## src/rtl/fp_minmax_reduce.sv

```systemverilog
// Streaming floating-point max/min reduction with element index, NaN and
// overflow flags; one result per vector delivered through a valid/ready hold.
//
// Ports:
//   clk, rst (async, active-low)
//   bos        : 2'b10 selects the larger value, 2'b01 the smaller; other codes unsupported
//   in_valid / in_ready / in_data / in_last : element stream
//   out_valid / out_ready / out_data / out_index / out_nan / out_ovf : result
module fp_minmax_reduce #(
   parameter int EXP_W = 8,
   parameter int MAN_W = 23,
   parameter int IDX_W = 8,
   localparam int W = 1 + EXP_W + MAN_W
) (
   input  logic             clk,
   input  logic             rst,
   input  logic [1:0]       bos,
   input  logic             in_valid,
   output logic             in_ready,
   input  logic [W-1:0]     in_data,
   input  logic             in_last,
   output logic             out_valid,
   input  logic             out_ready,
   output logic [W-1:0]     out_data,
   output logic [IDX_W-1:0] out_index,
   output logic             out_nan,
   output logic             out_ovf
);

   localparam logic [1:0] MODE_MAX = 2'b10;
   localparam logic [1:0] MODE_MIN = 2'b01;

   localparam logic [W-1:0] QNAN =
      {1'b0, {EXP_W{1'b1}}, 1'b1, {(MAN_W-1){1'b0}}};

   typedef enum logic [1:0] {
      IDLE,
      ACCUM,
      HOLD
   } state_t;

   state_t state;
   state_t state_nxt;

   logic [1:0]       mode_q;
   logic [IDX_W-1:0] cnt_q;
   logic [W-1:0]     cand_q;
   logic [IDX_W-1:0] cand_idx_q;
   logic             cand_ok_q;
   logic             nan_q;
   logic             ovf_q;

   function automatic logic is_nan(input logic [W-1:0] v);
      return (v[W-2:MAN_W] == {EXP_W{1'b1}}) && (v[MAN_W-1:0] != '0);
   endfunction

   // Monotone integer key; both zeros collapse onto the +0 key so
   // that -0 and +0 compare equal.
   function automatic logic [W-1:0] key_of(input logic [W-1:0] v);
      logic [W-1:0] k;
      if (v[W-2:0] == '0)
         k = {1'b1, {(W-1){1'b0}}};
      else if (v[W-1])
         k = ~v;
      else
         k = {1'b1, v[W-2:0]};
      return k;
   endfunction

   logic take;
   logic first;

   assign take  = in_valid && (state != HOLD);
   assign first = (state == IDLE);

   // ---------------- FSM ----------------
   always_ff @(posedge clk or negedge rst) begin
      if (!rst)
         state <= IDLE;
      else
         state <= state_nxt;
   end

   always_comb begin
      state_nxt = state;
      in_ready  = 1'b0;
      out_valid = 1'b0;
      unique case (state)
         IDLE: begin
            in_ready = 1'b1;
            if (take)
               state_nxt = in_last ? HOLD : ACCUM;
         end
         ACCUM: begin
            in_ready = 1'b1;
            if (take && in_last)
               state_nxt = HOLD;
         end
         HOLD: begin
            out_valid = 1'b1;
            if (out_ready)
               state_nxt = IDLE;
         end
         default: state_nxt = IDLE;
      endcase
   end

   // ---------------- datapath ----------------
   logic [1:0]       mode_eff;
   logic [IDX_W-1:0] idx_new;
   logic             wrap;
   logic             base_ok;
   logic             base_nan;
   logic             base_ovf;
   logic             e_nan;
   logic             better;
   logic             supported;
   logic             upd;
   logic [W-1:0]     k_in;
   logic [W-1:0]     k_cand;

   logic [W-1:0]     cand_d;
   logic [IDX_W-1:0] cand_idx_d;
   logic             cand_ok_d;
   logic             nan_d;
   logic             ovf_d;
   logic [W-1:0]     res_data;
   logic [IDX_W-1:0] res_idx;

   always_comb begin
      // The first element of a vector sees a fresh accumulator
      // regardless of leftover register contents.
      mode_eff = first ? bos : mode_q;
      idx_new  = first ? '0 : cnt_q + IDX_W'(1);
      wrap     = !first && (cnt_q == '1);
      base_ok  = first ? 1'b0 : cand_ok_q;
      base_nan = first ? 1'b0 : nan_q;
      base_ovf = first ? 1'b0 : ovf_q;

      e_nan  = is_nan(in_data);
      k_in   = key_of(in_data);
      k_cand = key_of(cand_q);

      better    = 1'b0;
      supported = 1'b0;
      unique case (1'b1)
         (mode_eff == MODE_MAX): begin
            supported = 1'b1;
            better    = k_in > k_cand;
         end
         (mode_eff == MODE_MIN): begin
            supported = 1'b1;
            better    = k_in < k_cand;
         end
         default: begin
            supported = 1'b0;
            better    = 1'b0;
         end
      endcase

      // Strict comparison keeps the earlier element on ties.
      upd = !e_nan && (!base_ok || better);

      cand_d     = upd ? in_data : cand_q;
      cand_idx_d = upd ? idx_new : cand_idx_q;
      cand_ok_d  = base_ok | upd;
      nan_d      = base_nan | e_nan;
      ovf_d      = base_ovf | wrap;

      res_data = '0;
      res_idx  = '0;
      if (supported) begin
         if (cand_ok_d) begin
            res_data = cand_d;
            res_idx  = cand_idx_d;
         end else begin
            res_data = QNAN;
         end
      end
   end

   always_ff @(posedge clk or negedge rst) begin
      if (!rst) begin
         mode_q     <= '0;
         cnt_q      <= '0;
         cand_q     <= '0;
         cand_idx_q <= '0;
         cand_ok_q  <= 1'b0;
         nan_q      <= 1'b0;
         ovf_q      <= 1'b0;
         out_data   <= '0;
         out_index  <= '0;
         out_nan    <= 1'b0;
         out_ovf    <= 1'b0;
      end else if (take) begin
         mode_q     <= mode_eff;
         cnt_q      <= idx_new;
         cand_q     <= cand_d;
         cand_idx_q <= cand_idx_d;
         cand_ok_q  <= cand_ok_d;
         nan_q      <= nan_d;
         ovf_q      <= ovf_d;
         if (in_last) begin
            out_data  <= res_data;
            out_index <= res_idx;
            out_nan   <= nan_d;
            out_ovf   <= ovf_d;
         end
      end else if (state == HOLD && out_ready) begin
         out_data  <= '0;
         out_index <= '0;
         out_nan   <= 1'b0;
         out_ovf   <= 1'b0;
      end
   end

endmodule
```

## config.mk

```make
export PLATFORM = sky130hd
export DESIGN_NAME = fp_minmax_reduce
export DESIGN_NICKNAME = d
export VERILOG_FILES = /design/src/rtl/fp_minmax_reduce.sv
export SDC_FILE = /design/constraint.sdc
export NUM_CORES = 1
export LEC_CHECK = 0
export ABC_AREA = 0
export CORE_UTILIZATION = 60
export CTS_BUF_LIST = sky130_fd_sc_hd__clkbuf_4
export CTS_CLUSTER_DIAMETER = 120
export CTS_CLUSTER_SIZE = 16
export DETAILED_ROUTE_END_ITERATION = 10
export PLACE_DENSITY = 0.86
export SLEW_MARGIN = 20
export SYNTH_ARGS = -nofsm -noshare
export SYNTH_HDL_FRONTEND = slang
export SYNTH_SLANG_ARGS = --single-unit
```

## constraint.sdc

```tcl
create_clock -name clk -period 8.23 [get_ports clk]
set_input_delay 0.823 -clock clk [delete_from_list [all_inputs] [get_ports clk]]
set_output_delay 0.823 -clock clk [all_outputs]
set_load 0.05 [all_outputs]
```

==> results.yml <==
status:
  outcome: "complete, no violations"
final_layout:
  final_cells: 864
  finalNetCount: 801
  utilization_pct: 72.9
  layout_commonest_cell: "nand2_1"
  areaGrowthSynthToFinish_pct: 16.5
  drive_gt1_share_pct: 9.85
  antenna_cells: 0
  most-common-layout-cells: "nand2_1 (116), dfrtp_1 (97), clkdlybuf4s50_1 (80)"
floorplanning:
  die_x_um: 104
  start_util_pct: 62.6
  rows: 36
  dieArea_um2: 10700
  die_h_um: 104
  coreArea_um2: 9910
  io-pin-count: 83
sta:
  finalCritPeriodShare_pct: 71.3
  slew_viol_final: 0
  skew_ns: 0.0170
  finalCriticalPeriod_ns: 5.87
  max_freq_ghz: 0.170
  setup_viol: 0
  setup_tns_ns: 0
  tightest_slew_ns: 0.980
  slew-limit-headroom_pct: 34.7
  rsz0062_at_grt: "no"
  final-hold-violation-count: 0
global_routing:
  antenna_found_initial: 0
  grt_pass1_wl_mm: 26.2
  grt_pass1_vias: 5316
  grt_remaining_overflow: 0
  grt_max_degree: 61
  grtUsageTotal_pct: 30.3
setup_path:
  cp_data_required_time_ns: 8.60
  worstSetupEndpointType: "register"
  cp-start-kind: "input port"
  cp.arrival_ns: 6.24
  criticalPathCategory: "in2reg"
  critPathMaxFanout: 25
logic_synthesis:
  synth_nets: 747
  synth_cell_types: 52
  async_flop_share_pct: 100
  synth-main-ff-cell: "dfrtp_1"
  seq_area_frac_synth_pct: 39.1
  syn_avg_cell_area_um2: 9.21
  yosys_warnings: 0
  synth-seq-cells: 97
  synth_area_leader_cell: "dfrtp_1"
  synth-edff-count: 0
  synthCells: 673
  synthesis.area_um2: 6200
  synth.top_cell.area_share_pct: 39.1
  yosys-top-cells-area: "dfrtp_1 (39%), ha_1 (7.1%), nand2_1 (7.0%), mux2_2 (5.8%), o211ai_1 (5.4%)"
clocking:
  clockBufferDepth: 2
  root_buffer: "clkbuf_4"
  cts_tree: "done"
  cts_setup_buffers: 0
  clk_latency_ns: 0.48
  ctsHoldBuffers: 0
  clk_pin_slew_ns: 0.14
  cts.sinks: 97
  htree_levels: 3
  postCtsResizedCells: 0
  cts_buffers: 9
detailed_routing:
  vias: 5394
  drt_iter0_markers: 314
  dr_wl_met2_mm: 7.52
  wl_mm: 15.4
  wl_met1_mm: 6.66
  drc_errors: 0
  wl_met3_um: 904
  ant_nets: 0
  highest_layer: "met4"
  via_per_inst: 6.24
  drt-wirelength-per-cell_um: 17.9
  first_pass_iters: 6
placed_design:
  place_inst: 849
  place_congestion: 0.899
  portBuffers: 82
  detailed_place_hpwl_mm: 11.0
flow_run:
  cap_viol_max_count: 0
min_path:
  worstHoldPathType: "in2async"
power:
  vdd_drop_max_mv: 0.159
  p_leak_nw: 3.09
  p_per_area_nw_per_um2: 281
==> registers in the layout, indices dropped and copies added, names as in the netlist <==
register,count
cand_idx_q,8
cand_ok_q,1
cand_q,32
cnt_q,8
mode_q,2
nan_q,1
out_data,32
out_index,8
out_nan,1
out_ovf,1
ovf_q,1
state,2
==> Yosys cell counts, types with 19 or more instances <==
| cell | instances |
|---|---|
| clkbuf_1 | 39 |
| o21ai_0 | 19 |
| nand2_1 | 116 |
| o211ai_1 | 45 |
| ha_1 | 35 |
| dfrtp_1 | 97 |
| nor2_1 | 45 |
| nor4_1 | 20 |
| a21oi_1 | 22 |
| xor2_1 | 35 |
| xnor2_1 | 31 |
| mux2_2 | 32 |
==> per-stage QoR <==
step,total power [W],worst slack (ns),hold WS [ns],cell area (µm²)
after floorplan,0.00147,3.94,0.449,6200
after global placement,0.00174,2.11,0.462,7110
after detailed placement,0.00179,1.92,0.470,7110
after CTS,0.00203,2.36,0.327,7220
after global routing,0.00217,2.11,0.349,7220
final,0.00203,2.36,0.318,7220
==> layout make-up <==
cell class / count / area (µm²)
flip-flops and latches: 97 / 2430
well taps: 133 / 166
repair buffers: 92 / 888
fillers: 733 / 2690
multi-input cells: 516 / 3580
clock buffers: 10 / 75.1
clock inverters: 5 / 40.0
inverters: 11 / 41.3
==> worst paths after layout <==
check	depth (start not counted)	to	startpoint	slack, ns
min	1	out_data[14]	rst	0.32
max reg2reg	13	out_data[26]	cand_q[3]	3.36
min reg2reg	2	cand_ok_q	cand_ok_q	0.50
min in group clk	2	cand_ok_q	cand_ok_q	0.50
max	14	cand_q[17]	in_data[11]	2.36
max in group asynchronous	2	cand_idx_q[0]	rst	6.84
==> metal layers <==
| layer | up-vias | global-route usage [%] |
|---|---|---|
| met5 | - | 0 |
| met4 | 0 | 13.0 |
| met3 | 36 | 4.03 |
| met2 | 214 | 50.2 |
| met1 | 2629 | 40.0 |
| li1 | 2515 | - |
==> worst max-delay path, stage by stage <==
cell	delay, ns
clkdlybuf4s50_1	0.53
nor4_1	0.48
nand4_1	0.25
nor3_2	0.68
buf_4	0.37
nor2_1	0.08
ha_1	0.32
nand4_1	0.11
nor4b_1	0.64
o41ai_2	0.26
a31o_2	0.35
o21bai_4	0.48
buf_4	0.45
mux2_2	0.39
==> logic make-up after synthesis <==
family | synth area share (%)
AOI/OAI and AO/OA | 15.5
xor gates and xnor gates | 9.32
adders and majority gates | 7.06
buffers and inverters | 3.79
DFF | 39.1
muxes | 7.65
and+or+nand+nor | 17.6
==> power breakdown <==
part           switching [W]  internal [W]
combinational       0.000633      0.000434
clock               0.000171     0.0000659
sequential          0.000131      0.000596
(Power assumes the default switching activity.)
